===== src/rtl/ser_pkg.sv =====
// ser_pkg: shared state encoding and default geometry for the serializer/deserializer pair
package ser_pkg;
  localparam int SER_DATA_WIDTH = 4;
  localparam int SER_FIFO_DEPTH = 2;
  typedef enum logic {IDLE, SHIFT} state_t;
endpackage


===== src/rtl/ser_fifo.sv =====
// ser_fifo: synchronous holding FIFO with registered occupancy, full/empty and ready flags
module ser_fifo
  import ser_pkg::*;
#(
  parameter int W     = SER_DATA_WIDTH,
  parameter int DEPTH = SER_FIFO_DEPTH
) (
  input  logic         clk,
  input  logic         rst,
  input  logic         push,
  input  logic         pop,
  input  logic [W-1:0] wdata,
  output logic [W-1:0] rdata,
  output logic         full,
  output logic         empty,
  output logic         ready
);
  localparam int AW = $clog2(DEPTH);
  logic [W-1:0] mem [DEPTH];
  logic [AW-1:0] wp, rp;
  logic [AW:0] cnt, cnt_n;
  logic wr, rd;
  assign wr = push & ~full;
  assign rd = pop & ~empty;
  assign rdata = mem[rp];
  assign cnt_n = cnt + (AW+1)'(wr) - (AW+1)'(rd);
  always_ff @(posedge clk)
    if (wr) mem[wp] <= wdata;
  // ready is held low through reset so it only rises on the first edge after release
  always_ff @(posedge clk) begin
    if (rst) begin
      wp    <= '0;
      rp    <= '0;
      cnt   <= '0;
      full  <= 1'b0;
      empty <= 1'b1;
      ready <= 1'b0;
    end else begin
      wp    <= wr ? wp + 1'b1 : wp;
      rp    <= rd ? rp + 1'b1 : rp;
      cnt   <= cnt_n;
      full  <= cnt_n == (AW+1)'(DEPTH);
      empty <= cnt_n == '0;
      ready <= cnt_n < (AW+1)'(DEPTH);
    end
  end
endmodule


===== src/rtl/nibble_serializer.sv =====
// nibble_serializer: FIFO-buffered parallel-to-serial converter, LSB first, back-to-back frames
module nibble_serializer
  import ser_pkg::*;
#(
  parameter int DATA_WIDTH = SER_DATA_WIDTH,
  parameter int FIFO_DEPTH = SER_FIFO_DEPTH
) (
  input  logic                  fastClk,
  input  logic                  reset,
  input  logic [DATA_WIDTH-1:0] dataIn,
  input  logic                  inValid,
  output logic                  inReady,
  output logic                  dataOut,
  output logic                  control,
  output logic                  busy
);
  localparam int CW = DATA_WIDTH > 1 ? $clog2(DATA_WIDTH) : 1;
  state_t state, state_n;
  logic [CW-1:0] cnt, cnt_n;
  logic [DATA_WIDTH-1:0] sreg, sreg_n, head;
  logic push, pop, full, empty;
  assign push = inValid & inReady & ~full & ~reset;
  ser_fifo #(.W(DATA_WIDTH), .DEPTH(FIFO_DEPTH)) u_fifo (
    .clk(fastClk), .rst(reset), .push(push), .pop(pop), .wdata(dataIn),
    .rdata(head), .full(full), .empty(empty), .ready(inReady)
  );
  // frame boundary (idle or last bit) is the only place a new word can be loaded
  always_comb begin
    pop     = 1'b0;
    state_n = state;
    cnt_n   = cnt;
    sreg_n  = sreg;
    if (state == IDLE || cnt == CW'(DATA_WIDTH-1)) begin
      pop     = ~empty;
      state_n = empty ? IDLE : SHIFT;
      cnt_n   = '0;
      sreg_n  = empty ? '0 : head;
    end else begin
      cnt_n  = cnt + 1'b1;
      sreg_n = sreg >> 1;
    end
  end
  always_ff @(posedge fastClk) begin
    if (reset) begin
      state   <= IDLE;
      cnt     <= '0;
      sreg    <= '0;
      dataOut <= 1'b0;
      control <= 1'b0;
      busy    <= 1'b0;
    end else begin
      state   <= state_n;
      cnt     <= cnt_n;
      sreg    <= sreg_n;
      dataOut <= state_n == SHIFT && sreg_n[0];
      control <= state_n == SHIFT && cnt_n == '0;
      busy    <= state_n == SHIFT;
    end
  end
endmodule


===== config.mk =====
export PLATFORM = sky130hd
export DESIGN_NAME = nibble_serializer
export DESIGN_NICKNAME = d
export VERILOG_FILES = /design/src/rtl/ser_pkg.sv /design/src/rtl/ser_fifo.sv /design/src/rtl/nibble_serializer.sv
export SDC_FILE = /design/constraint.sdc
export NUM_CORES = 1
export LEC_CHECK = 0
export CAP_MARGIN = 20
export CELL_PAD_IN_SITES_DETAIL_PLACEMENT = 1
export CELL_PAD_IN_SITES_GLOBAL_PLACEMENT = 1
export CORE_ASPECT_RATIO = 0.9
export CORE_MARGIN = 3
export CORE_UTILIZATION = 45
export CTS_CLUSTER_SIZE = 30
export DETAILED_ROUTE_END_ITERATION = 10
export GPL_TIMING_DRIVEN = 0
export PLACE_DENSITY = 0.87
export SYNTH_ARGS = -nofsm -noshare
export SYNTH_HDL_FRONTEND = slang
export SYNTH_SLANG_ARGS = --single-unit

===== constraint.sdc =====
create_clock -name fastClk -period 3.41 [get_ports fastClk]
set_clock_uncertainty 0.1 [all_clocks]
set_input_delay 0.682 -clock fastClk [delete_from_list [all_inputs] [get_ports fastClk]]
set_output_delay 0.682 -clock fastClk [all_outputs]
set_load 0.1 [all_outputs]

======== Word-level counts from Yosys, hierarchy flattened ========
Memory sizes are Yosys's and may differ from the RTL's. A register that Yosys moved wholly into a read port is not among the register bits.
Index checks and enable logic that the tools add are counted.
cells by class
  mux-type cells .......................... 10
  reduce and logical (&&, ||, !) cells .... 6
  bitwise gates (word level) .............. 10
  add/sub/neg operators ................... 5
  magnitude comparators ................... 1
  equal/unequal tests ..................... 2
operators by type and width
  cell                                                           count
  1-bit two-way mux                                              7
  3-bit two-way mux                                              2
  1-bit bitwise AND                                              5
  1-bit inverter                                                 5
  2-bit equality test, second input constant                     2
  2-bit logical NOT                                              2
  3-bit OR reduction                                             1
  1-bit adder, second input constant                             2
  2-bit by 1-bit adder with 2-bit output                         1
  2-bit by 1-bit adder with 2-bit output, second input constant  1
  1-bit logical AND                                              2
  2-bit < comparator, second input constant                      1
  2-bit two-way mux                                              1
  2-bit by 1-bit subtractor with 2-bit output                    1
  1-bit logical OR                                               1
storage, ports and cells
  memory bits (writable) .................. 8
  register bits ........................... 16
  memories kept ........................... 1
  output and inout bits ................... 4
  word-level logic and storage cells ...... 47
memories
  memory      depth  width  read ports  clocked after Yosys merged registers in  wr ports  RTL line        source
  u_fifo.mem  2      4      1           1                                        1         ser_fifo.sv:19  logic [W-1:0] mem [DEPTH];

======== Longest topological paths before layout ========
Gate-level depths: netlist of the first run.
  depth in word-level cells ............... 7
  depth in mapped cells ................... 10
  depth with buffers taken out ............ 10

======== Hierarchy ========
Synthesis of the first run repeated with hierarchy kept, for this count alone.
unflattened totals
  cell total of the unflattened synthesis .. 77
  area, all modules ....................... 940.9 um^2
modules (own cells, without submodules)
  module             cells each  area each (um^2)  seq. area each (um^2)  times used
  ser_fifo           46          620.6             400.4                  1
  nibble_serializer  31          320.3             160.2                  1

======== Worst setup path before layout of the first run ========
No wires, ideal clock.
  path kind ............................... register to register
  start ................................... reg state
  end ..................................... reg u_fifo.empty
  arrival ................................. 2312 ps
  setup time .............................. 115 ps
  path slack .............................. 883 ps
  required time ........................... 3195 ps
  stages on the path, launching flop included .. 10
  cell sequence ........................... dfxtp_1 > or2b_2 > nand2b_1 > inv_1 > ha_1 > inv_1 > ha_1 > xnor3_1 > nor2_1 > nor2_1
on the way
  longest elaborated chain between the ends .. 6
RTL lines
  element                                      RTL line                 source
  start: declaration                           nibble_serializer.sv:18  state_t state, state_n;
  start signal: assignment                     nibble_serializer.sv:52  state <= state_n;
  1-bit inverter                               nibble_serializer.sv:33  if (state == IDLE || cnt == CW'(DATA_WIDTH-1)) begin
  1-bit logical OR                             nibble_serializer.sv:33
  1-bit two-way mux                            nibble_serializer.sv:33
  1-bit bitwise AND                            ser_fifo.sv:24           assign rd = pop & ~empty;
  via u_fifo.rd                                ser_fifo.sv:22           logic wr, rd;
  2-bit by 1-bit subtractor with 2-bit output  ser_fifo.sv:26           assign cnt_n = cnt + (AW+1)'(wr) - (AW+1)'(rd);
  2-bit logical NOT                            ser_fifo.sv:43           empty <= cnt_n == '0;
  end signal: assignment                       ser_fifo.sv:36           empty <= 1'b1;
  end signal: assignment                       ser_fifo.sv:43
  end: declaration                             ser_fifo.sv:15           output logic empty,
The timed path passes the listed nets, and every way through them passes these cells.
A chain may end at the register's enable or synchronous reset.

======== Worst setup path in the final report of the first run ========
  start ................................... reg u_fifo.ready
  end ..................................... out inReady
RTL lines
  element                   RTL line                 source
  start: declaration        ser_fifo.sv:16           output logic ready
  start signal: assignment  ser_fifo.sv:44           ready <= cnt_n < (AW+1)'(DEPTH);
  end: declaration          nibble_serializer.sv:12  output logic inReady,
No word-level cell between the ends.

==> results.md, run 1 <==
* Worst-Skew Late Latency at 0.31 ns
* Pwr per Cell Area at 817.6 mW/mm^2
* Die area at 0.002534 sq mm
* RSZ-0062 raised after global routing: false
* GPL Wtd Cong at 0.7154
* Clk root buf: clkbuf_4
* DR pass1 iterations at 2
* Dpl hpwl at 1133 um
* Row Count at 14
* Net load switching power at 315.4 uW
* Synthesized area per cell at 12.64 sq um
* Commonest cells in the synthesized netlist: dfxtp_1 (16), edfxtp_1 (8), a21oi_1 (7), mux2i_1 (4), or3_1 (4)
* Hold buffers post-CTS at 0
* Worst hold path class: reg -> reg
* Leakage at 0.0003912 uW
* Setup violators final at 0
* Worst Path Buf+Inv at 1
* Comb pwr share at 40.3%
* Max Fanout on Critical Path at 2
* Switch share at 37.06%
* Top Metal Used: met4
* Number of global-route vias before repair at 572
* Initial antenna violation count at 0
* Global-route wire length before repair at 2456 um
* DRC Markers at 0
* Clock Sinks at 24
* Layout cell share with drive strength beyond 1 at 9.524%
* Max VDD drop at 0.5014 mV
* Cell Chain, Critical Path: clkdlybuf4s50_1
* Post-Syn Area at 884.6 sq um
* Synth top area share at 36.21%
* Overall Global Routing Usage at 14.62%
* Final hold vios at 0
* DR vias at 539
* Seq/Total Area, Yosys at 63.37%
* Seq pwr share at 45.7%
* Fraction of registers with async set/reset at 0%
* Post-Syn Instances at 70
* Ports at 11
* # Post-CTS Setup Buffers at 0
* Initial core utilization at 50.00%
* Leading area contributor after synthesis: dfxtp_1
* Die height at 48.06 um
* Setup CP Type: reg -> out
* Routed Wire Length at 1483 um
* Reg clk slew, reported paths at 0.12 ns
* P_int at 535.7 uW
* Grt ovf at 0
* Largest net degree at the start of global routing at 14
* Routed vias/inst at 4.991
* WP data required at 2.63 ns
* ANT nets after route at 0
* Synth Flop Type: dfxtp_1
* Max cap viols at 0
* Syn. warnings at 0
* Flops & latches, synth at 24
* Top post-synthesis cells by area: dfxtp_1 (36%), edfxtp_1 (27%), mux2i_1 (4.5%), ha_1 (4.2%), a21oi_1 (4.0%)
* Max transition margin at 35.50%
* Synth cell types at 24
* H-Tree Depth at 1
* Antenna cells at 0
* Iter 0 DRT Violations at 7
* Wl on met1 at 606 um
* Fin crit share at 75.84%
* Critical Path Max Stage Delay at 1.14 ns
* CTS buffer count at 3
* Worst path slowest cell: clkdlybuf4s50_1
* TritonCTS clock tree: yes
* Area delta synth->final at 17.68%
* Fin crit period at 2.586 ns
* Status: finished, final reports clean
* Clock buffer depth at 2
* Syn Nets at 80
* Most frequent cell after synthesis: dfxtp_1
* Setup TNS at 0 ns
* Metal3 WL at 63 um
* Die Width at 52.74 um
* Final core occ at 58.84%
* Post-CTS sizing at 0
* Worst Tran Pin Value at 0.9645 ns
* Routed wl met2 at 800 um
* Cell family with most CP delay: buffers and inverters
* Clock power share at 14.0%
* DR WL/cell at 13.73 um
* Count of pins over their slew limit at 0
* Worst setup SP type: flip-flop
* Core ar. at 0.001769 sq mm
* WP data arrival at 1.80 ns
* Layout net count at 95
* Number of flops mapped to enable cells by yosys at 8
* CP endpoint kind: primary output
* IO Port Bufs at 10
* Achievable clock frequency at 0.3867 GHz
[layout make-up]
cell class | instances | area, sq um
Inverter | 3 | 11.26
Clock inverter | 1 | 3.754
Clock buffer | 3 | 22.52
Fill cell | 186 | 728.2
Tap cell | 24 | 30.03
Buffer | 3 | 20.02
Timing Repair Buffer | 10 | 100.1
Multi-Input combinational cell | 40 | 292.8
Sequential cell | 24 | 560.5
[metal layers]
metal / up-vias / track usage, %
li1: 270 / -
met1: 256 / 14.17
met2: 11 / 28.22
met3: 2 / 6.542
met4: 0 / 4.592
met5: - / 0
[registers in the layout (all words and copies together), names as in the netlist, named ones only]
register / count
cnt: 2
control: 1
dataOut: 1
sreg: 3
state: 1
u_fifo.cnt: 2
u_fifo.empty: 1
u_fifo.full: 1
u_fifo.mem: 8
u_fifo.ready: 1
u_fifo.rp: 1
u_fifo.wp: 1
[final timing paths]
check	startpoint	to	slack, ns	cells past startpoint
worst max-delay path	u_fifo.ready	inReady	0.82	1
worst min-delay path	sreg[2]	sreg[1]	0.35	2
worst max register to register	cnt[0]	u_fifo.empty	1.13	10
worst min register to register	sreg[2]	sreg[1]	0.35	2
[logic make-up after synthesis]
group,share of synthesized area [%]
adder cells (fa/ha/maj),4.244
AND/OR/NAND/NOR,16.27
buffers and inverters,3.535
AO/OA/AOI/OAI,4.525
flip-flops,63.37
multiplexers,4.526
XOR/XNOR,3.536
[through the flow]
step / setup WS, ns / hold WS (ns) / total power (uW) / cells / area, sq um
floorplan: 0.8833 / 0.3174 / 655.0 / 70 / 884.6
global placement: 0.9811 / 0.3233 / 719.5 / 104 / 1015
detailed placement: 0.9340 / 0.3358 / 745.4 / 104 / 1015
CTS: 0.8110 / 0.3536 / 863.4 / 108 / 1041
global route: 0.7527 / 0.3652 / 902.0 / 108 / 1041
finish: 0.8240 / 0.3510 / 851.2 / 108 / 1041
[power by group through the flow]
| stage | clock (uW) | sequential (uW) | combinational [uW] |
|---|---|---|---|
| after global placement | 0 | 392 | 328 |
| after detailed placement | 0 | 397 | 349 |
| after global routing | 140 | 396 | 366 |
| after floorplan | 0 | 493 | 162 |
| final | 119 | 389 | 343 |
| after CTS | 125 | 390 | 348 |
[cell usage in the layout (no fill, tap or decap), types with 4 or more instances in the layout]
master | Yosys | layout
mux2i_1 | 4 | 4
edfxtp_1 | 8 | 8
or3_1 | 4 | 4
clkdlybuf4s50_1 | 0 | 10
dfxtp_1 | 16 | 16
a21oi_1 | 7 | 7
Power figures use the tool's default switching activity.
==> run 2, diff against run 1 <==
--- a/config.mk
+++ b/config.mk
@@ -10,11 +10,11 @@
 export CELL_PAD_IN_SITES_GLOBAL_PLACEMENT = 1
 export CORE_ASPECT_RATIO = 0.9
 export CORE_MARGIN = 3
-export CORE_UTILIZATION = 45
+export CORE_UTILIZATION = 42
 export CTS_CLUSTER_SIZE = 30
 export DETAILED_ROUTE_END_ITERATION = 10
 export GPL_TIMING_DRIVEN = 0
-export PLACE_DENSITY = 0.87
+export PLACE_DENSITY = 0.82
 export SYNTH_ARGS = -nofsm -noshare
 export SYNTH_HDL_FRONTEND = slang
 export SYNTH_SLANG_ARGS = --single-unit
==> constraint.sdc (replaced) <==
create_clock -name fastClk -period 2.6 [get_ports fastClk]
set_clock_uncertainty 0.1 [all_clocks]
set_input_delay 0.52 -clock fastClk [delete_from_list [all_inputs] [get_ports fastClk]]
set_output_delay 0.52 -clock fastClk [all_outputs]
set_load 0.1 [all_outputs]
==> results.md, run 2 (synthesized netlist as in run 1, its figures left out) <==
* Status: finished, final reports clean
* Worst hold path class: reg -> reg
* Row Count at 15 (+1)
* Grt ovf at 0 (unchanged)
* Clk root buf: clkbuf_4
* Setup TNS at 0 ns (unchanged)
* ANT nets after route at 0 (unchanged)
* Fin area at 0.001069 sq mm (+2.6%)
* Worst path slowest cell: clkdlybuf4s50_1
* CP endpoint kind: primary output
* Hold buffers post-CTS at 0 (unchanged)
* Critical Path Max Stage Delay at 1.13 ns (about the same)
* Cell Chain, Critical Path: clkdlybuf4s50_1
* Commonest non-fill, non-tap cell in the layout: dfxtp_1
* Layout cell share with drive strength beyond 1 at 10.71% (+1.2 points)
* Max FFs per register at 8 (unchanged)
* Max VDD drop at 0.6919 mV (+38%)
* DR WL/cell at 12.80 um (-6.8%)
* Routed vias/inst at 4.908 (-1.7%)
* Filler Cell Count at 221 (+19%)
* Overall Global Routing Usage at 13.34% (-1.3 points)
* Die Width at 54.38 um (+3.1%)
* # Post-CTS Setup Buffers at 0 (unchanged)
* Largest net degree at the start of global routing at 15 (+1)
* Max Fanout on Critical Path at 3 (+1)
* Fin crit share at 93.41%
* Leakage at 0.0004038 uW (+3.2%)
* DR vias at 535 (-0.74%)
* Iter 0 DRT Violations at 3 (-4)
* RSZ-0062 raised after global routing: false
* Reg area at 560.5 sq um (unchanged)
* WP data arrival at 1.81 ns (about the same)
* Initial antenna violation count at 0 (unchanged)
* Clock Sinks at 24 (unchanged)
* Routed Wire Length at 1395 um (-5.9%)
* Reg2reg start: cnt[0]
* Clock buffer depth at 2 (unchanged)
* Worst Hold Launch: sreg[1]
* Pwr per Cell Area at 1138 mW/mm^2 (+39%)
* Number of global-route vias before repair at 588 (+2.8%)
* Dpl hpwl at 979.4 um (-14%)
* Cell family with most CP delay: buffers and inverters
* WP data required at 1.98 ns (-0.65 ns)
* Top Registers: u_fifo.mem (8), sreg (3)
* Reg2Reg Setup Slack at 0.30 ns (-0.83 ns)
* H-Tree Depth at 1 (unchanged)
* Worst-Skew Late Latency at 0.31 ns (about the same)
* DR pass1 iterations at 3 (+1)
* Worst Hold Depth at 2 (unchanged)
* Initial core utilization at 45.32% (-4.7 points)
* Worst Path Buf+Inv at 1 (unchanged)
* Worst setup SP type: flip-flop
* Most flop-heavy register: u_fifo.mem
* Die height at 49.54 um (+3.1%)
* Placed inst area at 0.001016 sq mm (+0.12%)
* Fin crit period at 2.429 ns
* Worst R2R End: u_fifo.empty
* Setup violators final at 0 (unchanged)
* Max cap viols at 0 (unchanged)
* Count of pins over their slew limit at 0 (unchanged)
* Most frequent cells in the layout: dfxtp_1 (16), clkdlybuf4s50_1 (10), edfxtp_1 (8)
* Layout net count at 95 (unchanged)
* Reg clk slew, reported paths at 0.13 ns (about the same)
* Setup CP Type: reg -> out
* CTS buffer count at 3 (unchanged)
* DRC Markers at 0 (unchanged)
* Max transition margin at 35.52% (about the same)
* IO Port Bufs at 10 (unchanged)
* Ports at 11 (unchanged)
* Final hold vios at 0 (unchanged)
* Die area at 0.002694 sq mm (+6.3%)
* Core ar. at 0.001952 sq mm (+10%)
* Hold Crit Endpoint: dataOut
* Antenna cells at 0 (unchanged)
* R2R depth at 10 (unchanged)
* Post-CTS sizing at 0 (unchanged)
* Global-route wire length before repair at 2504 um (+2.0%)
* TritonCTS clock tree: yes
* Area delta synth->final at 20.79%
* Achievable clock frequency at 0.4118 GHz
* Worst Tran Pin Value at 0.9642 ns (-0.0003234 ns)
* Area of the multi-input gates at 292.8 sq um (unchanged)
* GPL Wtd Cong at 0.7066 (-1.2%)
run 2: cell types whose count changed in the layout (fill, tap and decap cells not counted), sizes merged:
cell	change
bufinv	+1
clkinv	-1
run 2: final cells by class:
cell class / count / area share, %
well taps: 25 / 2.927
flip-flops and latches: 24 / 52.46
plain buffers: 3 / 1.874
clock inverters: 1 / 2.810
inverters: 3 / 1.054
repair buffers: 10 / 9.368
multi-input cells: 40 / 27.40
clock buffers: 3 / 2.108
run 2: power breakdown:
group / switching [uW] / internal [uW] / leakage, uW
logic: 265 / 174 / 0.000172
registers: 39.5 / 470 / 0.000204
clock network: 111 / 156 / 0.0000279
run 2: how the worst max path moves through the flow:
stage | slack (ns) | endpoint | cells after the start | from
finish | 0.17 | busy | 1 | state
global route | 0.07 | busy | 1 | state
CTS | 0.14 | busy | 1 | state
detailed placement | 0.27 | u_fifo.empty | 6 | reset
global placement | 0.32 | u_fifo.empty | 6 | reset
floorplan | 0.07 | u_fifo.empty | 9 | state
run 2: layer usage:
metal | routed length (um) | vias to the layer above | track usage (%)
met1 | 661 | 252 | 15.64
met2 | 638 | 10 | 20.12
met3 | 47 | 5 | 3.625
met5 | 0 | - | 0
li1 | - | 268 | -
met4 | 47 | 0 | 9.959
run 2: stage by stage:
| step | utilization [%] | total power, uW | setup slack (ns) | instances | hold slack [ns] |
|---|---|---|---|---|---|
| 2_1_floorplan | - | 859.0 | 0.07332 | 70 | 0.3174 |
| 3_3_place_gp | 52.05 | 944.7 | 0.3182 | 105 | 0.3201 |
| 3_5_place_dp | 52.05 | 959.6 | 0.2721 | 105 | 0.3317 |
| 4_1_cts | 54.74 | 1237 | 0.1376 | 109 | 0.3491 |
| 5_1_grt | 54.74 | 1290 | 0.07457 | 109 | 0.3696 |
| 6_report | 54.74 | 1216 | 0.1714 | 109 | 0.3430 |
==> run 3, diff against run 2 <==
--- a/config.mk
+++ b/config.mk
@@ -5,7 +5,6 @@
 export SDC_FILE = /design/constraint.sdc
 export NUM_CORES = 1
 export LEC_CHECK = 0
-export CAP_MARGIN = 20
 export CELL_PAD_IN_SITES_DETAIL_PLACEMENT = 1
 export CELL_PAD_IN_SITES_GLOBAL_PLACEMENT = 1
 export CORE_ASPECT_RATIO = 0.9
==> results of run 3 <==
The final DEF is identical to that of run 2; final timing and power are the same.
